$ cat src/rtl/cpu_clk_ctrl_if.sv
// -----------------------------------------------------------------------------
// cpu_clk_ctrl_if
// Purpose : groups the board-facing switch/halt inputs and the CPU enable/mode
//           outputs of cpu_clk_ctrl into one bundle.
// Signals : i_Mode_Switch - raw mode button (active-high)
//           i_Step_Switch - raw step button (active-high)
//           i_Halt        - synchronous halt level from the CPU
//           o_Cpu_Clk_En  - single-cycle CPU clock-enable pulse
//           o_Run_Mode    - 1 = RUN, 0 = STEP
// Modports: master - board/bench side (drives switches and halt)
//           slave  - cpu_clk_ctrl side (drives enable and mode)
// -----------------------------------------------------------------------------
interface cpu_clk_ctrl_if;
    logic i_Mode_Switch;
    logic i_Step_Switch;
    logic i_Halt;
    logic o_Cpu_Clk_En;
    logic o_Run_Mode;

    modport master (
        output i_Mode_Switch,
        output i_Step_Switch,
        output i_Halt,
        input  o_Cpu_Clk_En,
        input  o_Run_Mode
    );

    modport slave (
        input  i_Mode_Switch,
        input  i_Step_Switch,
        input  i_Halt,
        output o_Cpu_Clk_En,
        output o_Run_Mode
    );
endinterface

$ cat src/rtl/cpu_clk_ctrl.sv
// -----------------------------------------------------------------------------
// cpu_clk_ctrl
// Purpose : generates a one-cycle CPU clock-enable pulse in the i_Clk domain.
//           RUN mode pulses every CLKS_PER_TICK cycles; STEP mode pulses once
//           per debounced step-button press. i_Halt suppresses all pulses.
// Ports   : i_Clk   - main clock, all state on posedge
//           i_Reset - asynchronous active-high reset
//           bus     - cpu_clk_ctrl_if.slave (switches, halt, enable, mode)
// Params  : CLKS_PER_TICK - RUN-mode pulse period in i_Clk cycles (>= 2)
//           DEBOUNCE_CLKS - stable cycles before a debounced level changes (>= 1)
// Macro   : CPU_CLK_DEBOUNCE_EN - when defined, each switch is debounced;
//           when undefined, the debounced level is the synchronized level
//           registered once and DEBOUNCE_CLKS is not used by the logic.
// -----------------------------------------------------------------------------
module cpu_clk_ctrl #(
    parameter int CLKS_PER_TICK = 2097152,
    parameter int DEBOUNCE_CLKS = 250000
) (
    input  logic          i_Clk,
    input  logic          i_Reset,
    cpu_clk_ctrl_if.slave bus
);

    // Bit positions of the two switches in the per-switch vectors
    localparam int SW_MODE = 0;
    localparam int SW_STEP = 1;

    localparam int                TICK_W    = (CLKS_PER_TICK > 1) ? $clog2(CLKS_PER_TICK) : 1;
    localparam logic [TICK_W-1:0] TICK_LAST = TICK_W'(CLKS_PER_TICK - 1);

    typedef enum logic [0:0] {
        ST_STEP = 1'b0,
        ST_RUN  = 1'b1
    } mode_state_e;

    // Elaboration-time parameter guards
    if (CLKS_PER_TICK < 2) begin : g_bad_tick
        $error("cpu_clk_ctrl: CLKS_PER_TICK must be at least 2");
    end
    if (DEBOUNCE_CLKS < 1) begin : g_bad_debounce
        $error("cpu_clk_ctrl: DEBOUNCE_CLKS must be at least 1");
    end

    logic [1:0]        raw_s;
    logic [1:0]        sync1_r;
    logic [1:0]        sync2_r;
    logic [1:0]        deb_r;
    logic [1:0]        deb_prev_r;
    logic [1:0]        press_s;
    mode_state_e       state_r;
    mode_state_e       state_next_s;
    logic [TICK_W-1:0] tick_r;
    logic [TICK_W-1:0] tick_next_s;
    logic              en_r;
    logic              en_next_s;

    assign raw_s = {bus.i_Step_Switch, bus.i_Mode_Switch};

    // Two-flop synchronizer for both raw switches
    always_ff @(posedge i_Clk or posedge i_Reset) begin
        if (i_Reset) begin
            sync1_r <= 2'b00;
            sync2_r <= 2'b00;
        end else begin
            sync1_r <= raw_s;
            sync2_r <= sync1_r;
        end
    end

`ifdef CPU_CLK_DEBOUNCE_EN
    localparam int               DEB_W    = (DEBOUNCE_CLKS > 1) ? $clog2(DEBOUNCE_CLKS) : 1;
    localparam logic [DEB_W-1:0] DEB_LAST = DEB_W'(DEBOUNCE_CLKS - 1);

    logic [DEB_W-1:0] deb_cnt_r [2];

    // Per-switch debouncer: the level only follows the synchronized value
    // after it has disagreed for DEBOUNCE_CLKS consecutive cycles
    always_ff @(posedge i_Clk or posedge i_Reset) begin
        if (i_Reset) begin
            deb_r <= 2'b00;
            for (int i = 0; i < 2; i++) begin
                deb_cnt_r[i] <= {DEB_W{1'b0}};
            end
        end else begin
            for (int i = 0; i < 2; i++) begin
                if (sync2_r[i] != deb_r[i]) begin
                    if (deb_cnt_r[i] == DEB_LAST) begin
                        deb_r[i]     <= sync2_r[i];
                        deb_cnt_r[i] <= {DEB_W{1'b0}};
                    end else begin
                        deb_cnt_r[i] <= deb_cnt_r[i] + DEB_W'(1);
                    end
                end else begin
                    deb_cnt_r[i] <= {DEB_W{1'b0}};
                end
            end
        end
    end
`else
    // Debounce bypassed: the level is the synchronized value, one register later
    always_ff @(posedge i_Clk or posedge i_Reset) begin
        if (i_Reset) begin
            deb_r <= 2'b00;
        end else begin
            deb_r <= sync2_r;
        end
    end
`endif

    // History of the debounced levels for rising-edge detection
    always_ff @(posedge i_Clk or posedge i_Reset) begin
        if (i_Reset) begin
            deb_prev_r <= 2'b00;
        end else begin
            deb_prev_r <= deb_r;
        end
    end

    // Press strobes: debounced 0->1 only; releases produce nothing
    assign press_s = deb_r & ~deb_prev_r;

    // Mode state register
    always_ff @(posedge i_Clk or posedge i_Reset) begin
        if (i_Reset) begin
            state_r <= ST_RUN;
        end else begin
            state_r <= state_next_s;
        end
    end

    // Next mode: every mode press toggles, regardless of halt
    always_comb begin
        state_next_s = state_r;
        case (state_r)
            ST_RUN: begin
                if (press_s[SW_MODE]) begin
                    state_next_s = ST_STEP;
                end else begin
                    state_next_s = ST_RUN;
                end
            end
            ST_STEP: begin
                if (press_s[SW_MODE]) begin
                    state_next_s = ST_RUN;
                end else begin
                    state_next_s = ST_STEP;
                end
            end
            default: state_next_s = ST_RUN;
        endcase
    end

    // Next tick count and enable. The decision uses the pre-toggle state, so a
    // mode press in RUN clears the counter and suppresses the pulse, while a
    // step press coinciding with a mode press in STEP still produces a pulse.
    always_comb begin
        tick_next_s = {TICK_W{1'b0}};
        en_next_s   = 1'b0;
        case (state_r)
            ST_RUN: begin
                if (bus.i_Halt || press_s[SW_MODE]) begin
                    tick_next_s = {TICK_W{1'b0}};
                    en_next_s   = 1'b0;
                end else if (tick_r == TICK_LAST) begin
                    tick_next_s = {TICK_W{1'b0}};
                    en_next_s   = 1'b1;
                end else begin
                    tick_next_s = tick_r + TICK_W'(1);
                    en_next_s   = 1'b0;
                end
            end
            ST_STEP: begin
                tick_next_s = {TICK_W{1'b0}};
                if (!bus.i_Halt && press_s[SW_STEP]) begin
                    en_next_s = 1'b1;
                end else begin
                    en_next_s = 1'b0;
                end
            end
            default: begin
                tick_next_s = {TICK_W{1'b0}};
                en_next_s   = 1'b0;
            end
        endcase
    end

    // Tick counter and enable output registers
    always_ff @(posedge i_Clk or posedge i_Reset) begin
        if (i_Reset) begin
            tick_r <= {TICK_W{1'b0}};
            en_r   <= 1'b0;
        end else begin
            tick_r <= tick_next_s;
            en_r   <= en_next_s;
        end
    end

    assign bus.o_Cpu_Clk_En = en_r;
    assign bus.o_Run_Mode   = (state_r == ST_RUN);

endmodule

$ cat src/flat_wrapper.sv
// flat-port wrapper written by rule: the top's interface ports become plain ports
module cpu_clk_ctrl_flat 
#(
    parameter int CLKS_PER_TICK = 2097152,
    parameter int DEBOUNCE_CLKS = 250000
)
  (i_Clk, i_Reset, bus_i_Mode_Switch, bus_i_Step_Switch, bus_i_Halt, bus_o_Cpu_Clk_En, bus_o_Run_Mode);
  cpu_clk_ctrl_if bus_i ();
  input  logic i_Clk;
  input  logic i_Reset;
  input wire logic [$bits(bus_i.i_Mode_Switch)-1:0] bus_i_Mode_Switch;
  input wire logic [$bits(bus_i.i_Step_Switch)-1:0] bus_i_Step_Switch;
  input wire logic [$bits(bus_i.i_Halt)-1:0] bus_i_Halt;
  output wire logic [$bits(bus_i.o_Cpu_Clk_En)-1:0] bus_o_Cpu_Clk_En;
  output wire logic [$bits(bus_i.o_Run_Mode)-1:0] bus_o_Run_Mode;
  assign bus_i.i_Mode_Switch = bus_i_Mode_Switch;
  assign bus_i.i_Step_Switch = bus_i_Step_Switch;
  assign bus_i.i_Halt = bus_i_Halt;
  assign bus_o_Cpu_Clk_En = bus_i.o_Cpu_Clk_En;
  assign bus_o_Run_Mode = bus_i.o_Run_Mode;
  cpu_clk_ctrl #(.CLKS_PER_TICK(CLKS_PER_TICK), .DEBOUNCE_CLKS(DEBOUNCE_CLKS)) u_core (.i_Clk(i_Clk), .i_Reset(i_Reset), .bus(bus_i));
endmodule
$ cat config.mk
export PLATFORM = sky130hd
export DESIGN_NAME = cpu_clk_ctrl_flat
export DESIGN_NICKNAME = d
export VERILOG_FILES = /design/src/rtl/cpu_clk_ctrl_if.sv /design/src/rtl/cpu_clk_ctrl.sv /design/src/flat_wrapper.sv
export SDC_FILE = /design/constraint.sdc
export NUM_CORES = 1
export LEC_CHECK = 0
export CAP_MARGIN = 20
export CORE_UTILIZATION = 52
export DETAILED_ROUTE_END_ITERATION = 16
export HOLD_SLACK_MARGIN = 0.05
export PLACE_DENSITY = 0.73
export SLEW_MARGIN = 20
export SYNTH_ARGS = -nofsm -noshare
export SYNTH_HDL_FRONTEND = slang
export SYNTH_SLANG_ARGS = --single-unit
export TNS_END_PERCENT = 20
$ cat constraint.sdc
create_clock -name i_Clk -period 1.75 [get_ports i_Clk]
set_input_delay 0.175 -clock i_Clk [delete_from_list [all_inputs] [get_ports i_Clk]]
set_output_delay 0.175 -clock i_Clk [all_outputs]
set_load 0.05 [all_outputs]
* Word-level counts from Yosys, hierarchy flattened *
Cells that the tools add are included.

cells by class
  reductions and logical operators = 3
  muxes and demuxes = 10
  bitwise gates (word level) = 3
  eq/ne operators = 1
  add/sub/neg operators = 1

operator list
  kind                                                              number
  21-bit 2-to-1 mux                                                 2
  21-bit case mux with 2 select lines                               1
  21-bit by 1-bit adder with 21-bit output (second input constant)  1
  21-bit == test (second input constant)                            1
  1-bit 2-to-1 mux                                                  5
  1-bit case mux with 2 select lines                                2
  2-bit bitwise AND                                                 1
  2-bit inverter                                                    1
  1-bit logical AND                                                 1
  1-bit logical NOT                                                 1
  1-bit logical OR                                                  1
  1-bit inverter                                                    1

storage, ports and cells
  register bits after elaboration = 31
  input port bits = 5
  output and inout port bits = 2
  logic and storage cells = 25

* Longest topological paths before layout *
  depth after elaboration = 5
  gate-level depth with buffers = 7

* Worst setup path before layout *
No wires, ideal clock.

  path type = flip-flop to flip-flop
  start = register u_core.tick_r[0]
  end = register u_core.tick_r[10]
  arrival = 1.531 ns
  path buffers = 2
  data required time = 1.629 ns
  stages on the path, launching flop included = 8
  period minus slack after synthesis = 1.652 ns
  slack = 0.098 ns
  cells stage by stage = dfrtp_1 > ha_1 > nand2_1 > nor3_1 > a31o_2 > buf_2 > buf_2 > nor2_1

on the way
  longest elaborated chain between the ends = 4
  elaborated cells on any way between the ends = 5

RTL lines
  element                                                                            RTL line                                  source
  from (decl)                                                                        cpu_clk_ctrl.sv:52                        logic [TICK_W-1:0] tick_r;
  from (signal assigned)                                                             cpu_clk_ctrl.sv:190                       tick_r <= {TICK_W{1'b0}};
  from (signal assigned)                                                             cpu_clk_ctrl.sv:193                       tick_r <= tick_next_s;
  21-bit by 1-bit adder with 21-bit output / 21-bit == test (equally long branches)  cpu_clk_ctrl.sv:168, cpu_clk_ctrl.sv:164
  21-bit 2-to-1 mux *                                                                cpu_clk_ctrl.sv:164                       end else if (tick_r == TICK_LAST) begin
  21-bit 2-to-1 mux *                                                                cpu_clk_ctrl.sv:161                       if (bus.i_Halt || press_s[SW_MODE]) begin
  21-bit case mux with 2 select lines *                                              cpu_clk_ctrl.sv:159                       case (state_r)
  named net u_core.tick_next_s[10]                                                   cpu_clk_ctrl.sv:53                        logic [TICK_W-1:0] tick_next_s;

The timed path passes the listed nets; every way through them passes the cells marked *.

* Worst setup path in the final report *
  start = register u_core.tick_r[0]
  end = register u_core.tick_r[18]

The elaborated chain is that of the path after synthesis.

==> impl_results.html <==
<table>
<tr><th>Metric</th><th>Value</th></tr>
<tr><th colspan="2">Synth</th></tr>
<tr><td>Number of synthesized register bits</td><td>31</td></tr>
<tr><td>Compound-Gate Fraction of Synth Area</td><td>3.981%</td></tr>
<tr><td>Number of cells produced by synthesis</td><td>126</td></tr>
<tr><td>Dominant combinational cell family by area after synthesis</td><td>simple AND/OR/NAND/NOR gates</td></tr>
<tr><td>Synth unique cells</td><td>28</td></tr>
<tr><td>Synthesized-area fraction occupied by and/or/nand/nor cells</td><td>25.00%</td></tr>
<tr><td>EDFF count, synth</td><td>0</td></tr>
<tr><td>Share of the yosys chip area belonging to registers</td><td>57.50%</td></tr>
<tr><td>Xor-xnor portion of the synthesized cell area</td><td>9.722%</td></tr>
<tr><td>Per-instance average area after synthesis</td><td>10.72 um^2</td></tr>
<tr><td>Net Count, Synth</td><td>132</td></tr>
<tr><td>Post-synthesis async set-or-reset flop share</td><td>100.0%</td></tr>
<tr><td>Post-synthesis mux area share</td><td>0.7407%</td></tr>
<tr><td>Fraction of the mapped netlist area in adder cells</td><td>0.9259%</td></tr>
<tr><td>Dominant synthesized flop cell</td><td>sky130_fd_sc_hd__dfrtp_1</td></tr>
<tr><td>YS warnings</td><td>0</td></tr>
<tr><td>Cell area after synthesis</td><td>1351 um^2</td></tr>
<tr><th colspan="2">CTS</th></tr>
<tr><td>TritonCTS clock tree</td><td>yes</td></tr>
<tr><td>CTS root buffer</td><td>sky130_fd_sc_hd__clkbuf_4</td></tr>
<tr><td>CTS hold repair buffers</td><td>0</td></tr>
<tr><td>Number of levels the H-tree was split into</td><td>2</td></tr>
<tr><td>Worst-Skew Late Latency</td><td>0.33 ns</td></tr>
<tr><td>Number of buffers added by the clock tree synthesis step</td><td>5</td></tr>
<tr><td>Maximum buffer depth of the clock tree</td><td>2</td></tr>
<tr><td>Total number of clock tree sinks</td><td>31</td></tr>
<tr><td>Clock-pin slew reported for the worst setup and hold paths after clock tree synthesis</td><td>0.09 ns</td></tr>
<tr><th colspan="2">GRT</th></tr>
<tr><td>Antenna violations before repair</td><td>0</td></tr>
<tr><td>Wire length of the first global-routing pass</td><td>4043 um</td></tr>
<tr><td>Overall fraction of global-route tracks in use</td><td>21.36%</td></tr>
<tr><td>Pin count of the biggest net entering global routing</td><td>32</td></tr>
<tr><td>Via count of the first global-routing pass</td><td>917</td></tr>
<tr><td>Sum of overflow across all layers after global routing</td><td>0</td></tr>
<tr><th colspan="2">Power and ir drop</th></tr>
<tr><td>Static Leak</td><td>0.0006256 uW</td></tr>
<tr><td>Largest voltage drop on the vdd net</td><td>723.4 uV</td></tr>
<tr><td>Power Density</td><td>855.0 nW/um^2</td></tr>
<tr><th colspan="2">Critical path</th></tr>
<tr><td>Worst setup EP type</td><td>register</td></tr>
<tr><td>Worst-path fanout max</td><td>5</td></tr>
<tr><td>Slowest CP cell</td><td>sky130_fd_sc_hd__or4_4</td></tr>
<tr><td>CP required</td><td>2.01 ns</td></tr>
<tr><td>Largest stage delay on the critical path</td><td>0.45 ns</td></tr>
<tr><td>Cell-by-cell trace of the critical path</td><td>ha_1 &gt; nand2_1 &gt; or4_4 &gt; or3_1 &gt; a21oi_1</td></tr>
<tr><td>Crit Path Class</td><td>register to register</td></tr>
<tr><td>Critical path startpoint category</td><td>register</td></tr>
<tr><td>Data arrival time of the critical path</td><td>1.95 ns</td></tr>
<tr><th colspan="2">Detailed routing</th></tr>
<tr><td>Total DRC errors in the routed layout</td><td>0</td></tr>
<tr><td>Count of routing violations after the opening detailed-route iteration</td><td>14</td></tr>
<tr><td>Total Wirelength</td><td>2347 um</td></tr>
<tr><td>Post-detailed-route via-to-cell ratio</td><td>5.554</td></tr>
<tr><td>Initial DRT Pass Iterations</td><td>4</td></tr>
<tr><td>Via count</td><td>972</td></tr>
<tr><td>DR WL/cell</td><td>13.41 um</td></tr>
<tr><td>Count of nets left with antenna violations after detail routing</td><td>0</td></tr>
<tr><th colspan="2">Timing</th></tr>
<tr><td>Max Freq</td><td>591.1 MHz</td></tr>
<tr><td>Final Slew Violations</td><td>0</td></tr>
<tr><td>Skew final</td><td>0.01053 ns</td></tr>
<tr><td>Setup repair after global routing missed its margin</td><td>true</td></tr>
<tr><td>Final Critical Period</td><td>1.692 ns</td></tr>
<tr><td>Slew of the pin with the lowest slew margin</td><td>0.4876 ns</td></tr>
<tr><td>Final setup violating endpoints</td><td>0</td></tr>
<tr><td>Max-slew headroom</td><td>67.39%</td></tr>
<tr><td>Part of the cycle the worst path needs</td><td>96.67%</td></tr>
<tr><td>Final-report hold violation count</td><td>0</td></tr>
<tr><th colspan="2">Finish</th></tr>
<tr><td>Number of inserted diodes</td><td>0</td></tr>
<tr><td>Post-layout net count</td><td>150</td></tr>
<tr><td>Sequential standard cell area</td><td>777.0 um^2</td></tr>
<tr><td>Fillers</td><td>212</td></tr>
<tr><td>Multi-input logic area</td><td>581.8 um^2</td></tr>
<tr><td>Highest-count cells in the layout ignoring fill and taps</td><td>sky130_fd_sc_hd__dfrtp_1 (30), sky130_fd_sc_hd__nor2_1 (19), sky130_fd_sc_hd__xnor2_1 (14), sky130_fd_sc_hd__buf_4 (8), sky130_fd_sc_hd__nand3_1 (6)</td></tr>
<tr><td>Fraction of final layout cells sized beyond drive strength 1</td><td>20.00%</td></tr>
<tr><td>Area Overhead vs Synth</td><td>16.57%</td></tr>
<tr><td>Final core occ</td><td>64.17%</td></tr>
<tr><td>Most common library cell in the layout ignoring fill and taps</td><td>sky130_fd_sc_hd__dfrtp_1</td></tr>
<tr><td>Design Area, Final</td><td>1575 um^2</td></tr>
<tr><th colspan="2">Die</th></tr>
<tr><td>Initial core utilization</td><td>55.05%</td></tr>
<tr><td>Die boundary width</td><td>52.98 um</td></tr>
<tr><td>Standard-cell rows</td><td>18</td></tr>
<tr><td>Full die area</td><td>2806 um^2</td></tr>
<tr><td>Vertical die dimension</td><td>52.98 um</td></tr>
<tr><td>I/O pin count</td><td>7</td></tr>
<tr><td>Placeable core region</td><td>2455 um^2</td></tr>
<tr><th colspan="2">Min path</th></tr>
<tr><td>Hold crit path type</td><td>input port to async pin</td></tr>
<tr><th colspan="2">Run status</th></tr>
<tr><td>Result of the run</td><td>completed</td></tr>
<tr><th colspan="2">Place</th></tr>
<tr><td>Post-DP HPWL</td><td>1644 um</td></tr>
<tr><td>Instance area at placement</td><td>1489 um^2</td></tr>
<tr><td>Routability congestion estimate from global placement</td><td>0.8201</td></tr>
<tr><td>PortBufs</td><td>6</td></tr>
<tr><th colspan="2">Flow run</th></tr>
<tr><td>Max_cap viols</td><td>0</td></tr>
</table>
## kinds of logic after synthesis
kind of cell / Yosys count
and+or+nand+nor: 61
DFF: 31
xor gates and xnor gates: 15
AOI/OAI and AO/OA: 10
buffers and inverters: 7
muxes: 1
adders and majority gates: 1
## worst max-delay path, delay by kind of cell, from the launching register on
family	cells	cell delay [ns]
compound gates	1	0.15
fa+ha+maj	1	0.20
simple gates	3	0.87
flops	1	0.41
## synth_stat cells (2+ instances only)
library cell | n | share of area (%)
sky130_fd_sc_hd__inv_1 | 5 | 1.4
sky130_fd_sc_hd__nand3_1 | 7 | 2.6
sky130_fd_sc_hd__and3_1 | 3 | 1.4
sky130_fd_sc_hd__buf_2 | 2 | 0.74
sky130_fd_sc_hd__or4_4 | 2 | 1.7
sky130_fd_sc_hd__dfrtp_1 | 30 | 56
sky130_fd_sc_hd__or3_1 | 4 | 1.9
sky130_fd_sc_hd__or2_2 | 2 | 0.93
sky130_fd_sc_hd__nor2_1 | 19 | 5.3
sky130_fd_sc_hd__nor4_1 | 3 | 1.4
sky130_fd_sc_hd__nand4_1 | 5 | 2.3
sky130_fd_sc_hd__xnor2_1 | 14 | 9.1
sky130_fd_sc_hd__nand2_1 | 5 | 1.4
sky130_fd_sc_hd__a21oi_1 | 4 | 1.5
sky130_fd_sc_hd__nor3_1 | 4 | 1.5
sky130_fd_sc_hd__o21ai_0 | 5 | 1.9
## area by class of cell
class | count | share of cell area (%)
Timing Repair Buffer | 13 | 6.990
Multi-Input combinational cell | 88 | 36.93
Inverter | 5 | 1.191
Clock buffer | 7 | 2.859
Clock inverter | 1 | 0.3177
Sequential cell | 31 | 49.32
Tap cell | 30 | 2.383
## layer usage
layer	routed length, um	global-route usage (%)	part of all wire, %
met1	1103	26.94	47
met2	1131	32.07	48
met3	75	8.621	3.2
met4	37	9.211	1.6
met5	0	0	0
## final timing paths
kind                                    from                     to  slack (ns)  depth (start not counted)
min                                  i_Reset        u_core.deb_r[1]        0.23                          3
min in group i_Clk         bus_i_Step_Switch      u_core.sync1_r[1]        0.28                          1
max in group asynchronous            i_Reset  u_core.bus.o_Run_Mode        1.19                          3
min reg2reg                u_core.sync2_r[1]        u_core.deb_r[1]        0.35                          0
max reg2reg                 u_core.tick_r[0]      u_core.tick_r[18]        0.06                          5
max                         u_core.tick_r[0]      u_core.tick_r[18]        0.06                          5
## where the power goes
group	leakage [uW]	total [uW]	switching, uW	internal [uW]
clock network	0.0000293	385	228	156
logic	0.000186	178	118	59.3
registers	0.000410	784	28.5	756
## repair_timing
action / CTS / global route
setup buffers: 0 / 0
endpoints found under the setup margin: 0 / 19
gates resized for setup: 0 / 7
## stage by stage
| step | worst slack [ns] | hold slack, ns | power, uW | std cells | setup TNS [ns] |
|---|---|---|---|---|---|
| final | 0.05829 | 0.2345 | 1347 | 175 | 0 |
| after global routing | -0.02172 | 0.2609 | 1425 | 175 | -0.02172 |
| after CTS | 0.03952 | 0.2258 | 1363 | 175 | 0 |
| after detailed placement | 0.05520 | 0.3347 | 972.8 | 167 | 0 |
| after global placement | 0.1158 | 0.3322 | 966.2 | 167 | 0 |
| after floorplan | 0.09752 | 0.2064 | 920.1 | 126 | 0 |
## sequential cells by signal, summed over array words and instances (netlist names)
register,cells
u_core.tick_r,21
u_core.deb_prev_r,2
u_core.deb_r,2
u_core.bus.o_Cpu_Clk_En,1
u_core.bus.o_Run_Mode,1
u_core.sync1_r,2
u_core.sync2_r,2
Power figures use the tool's default switching activity.
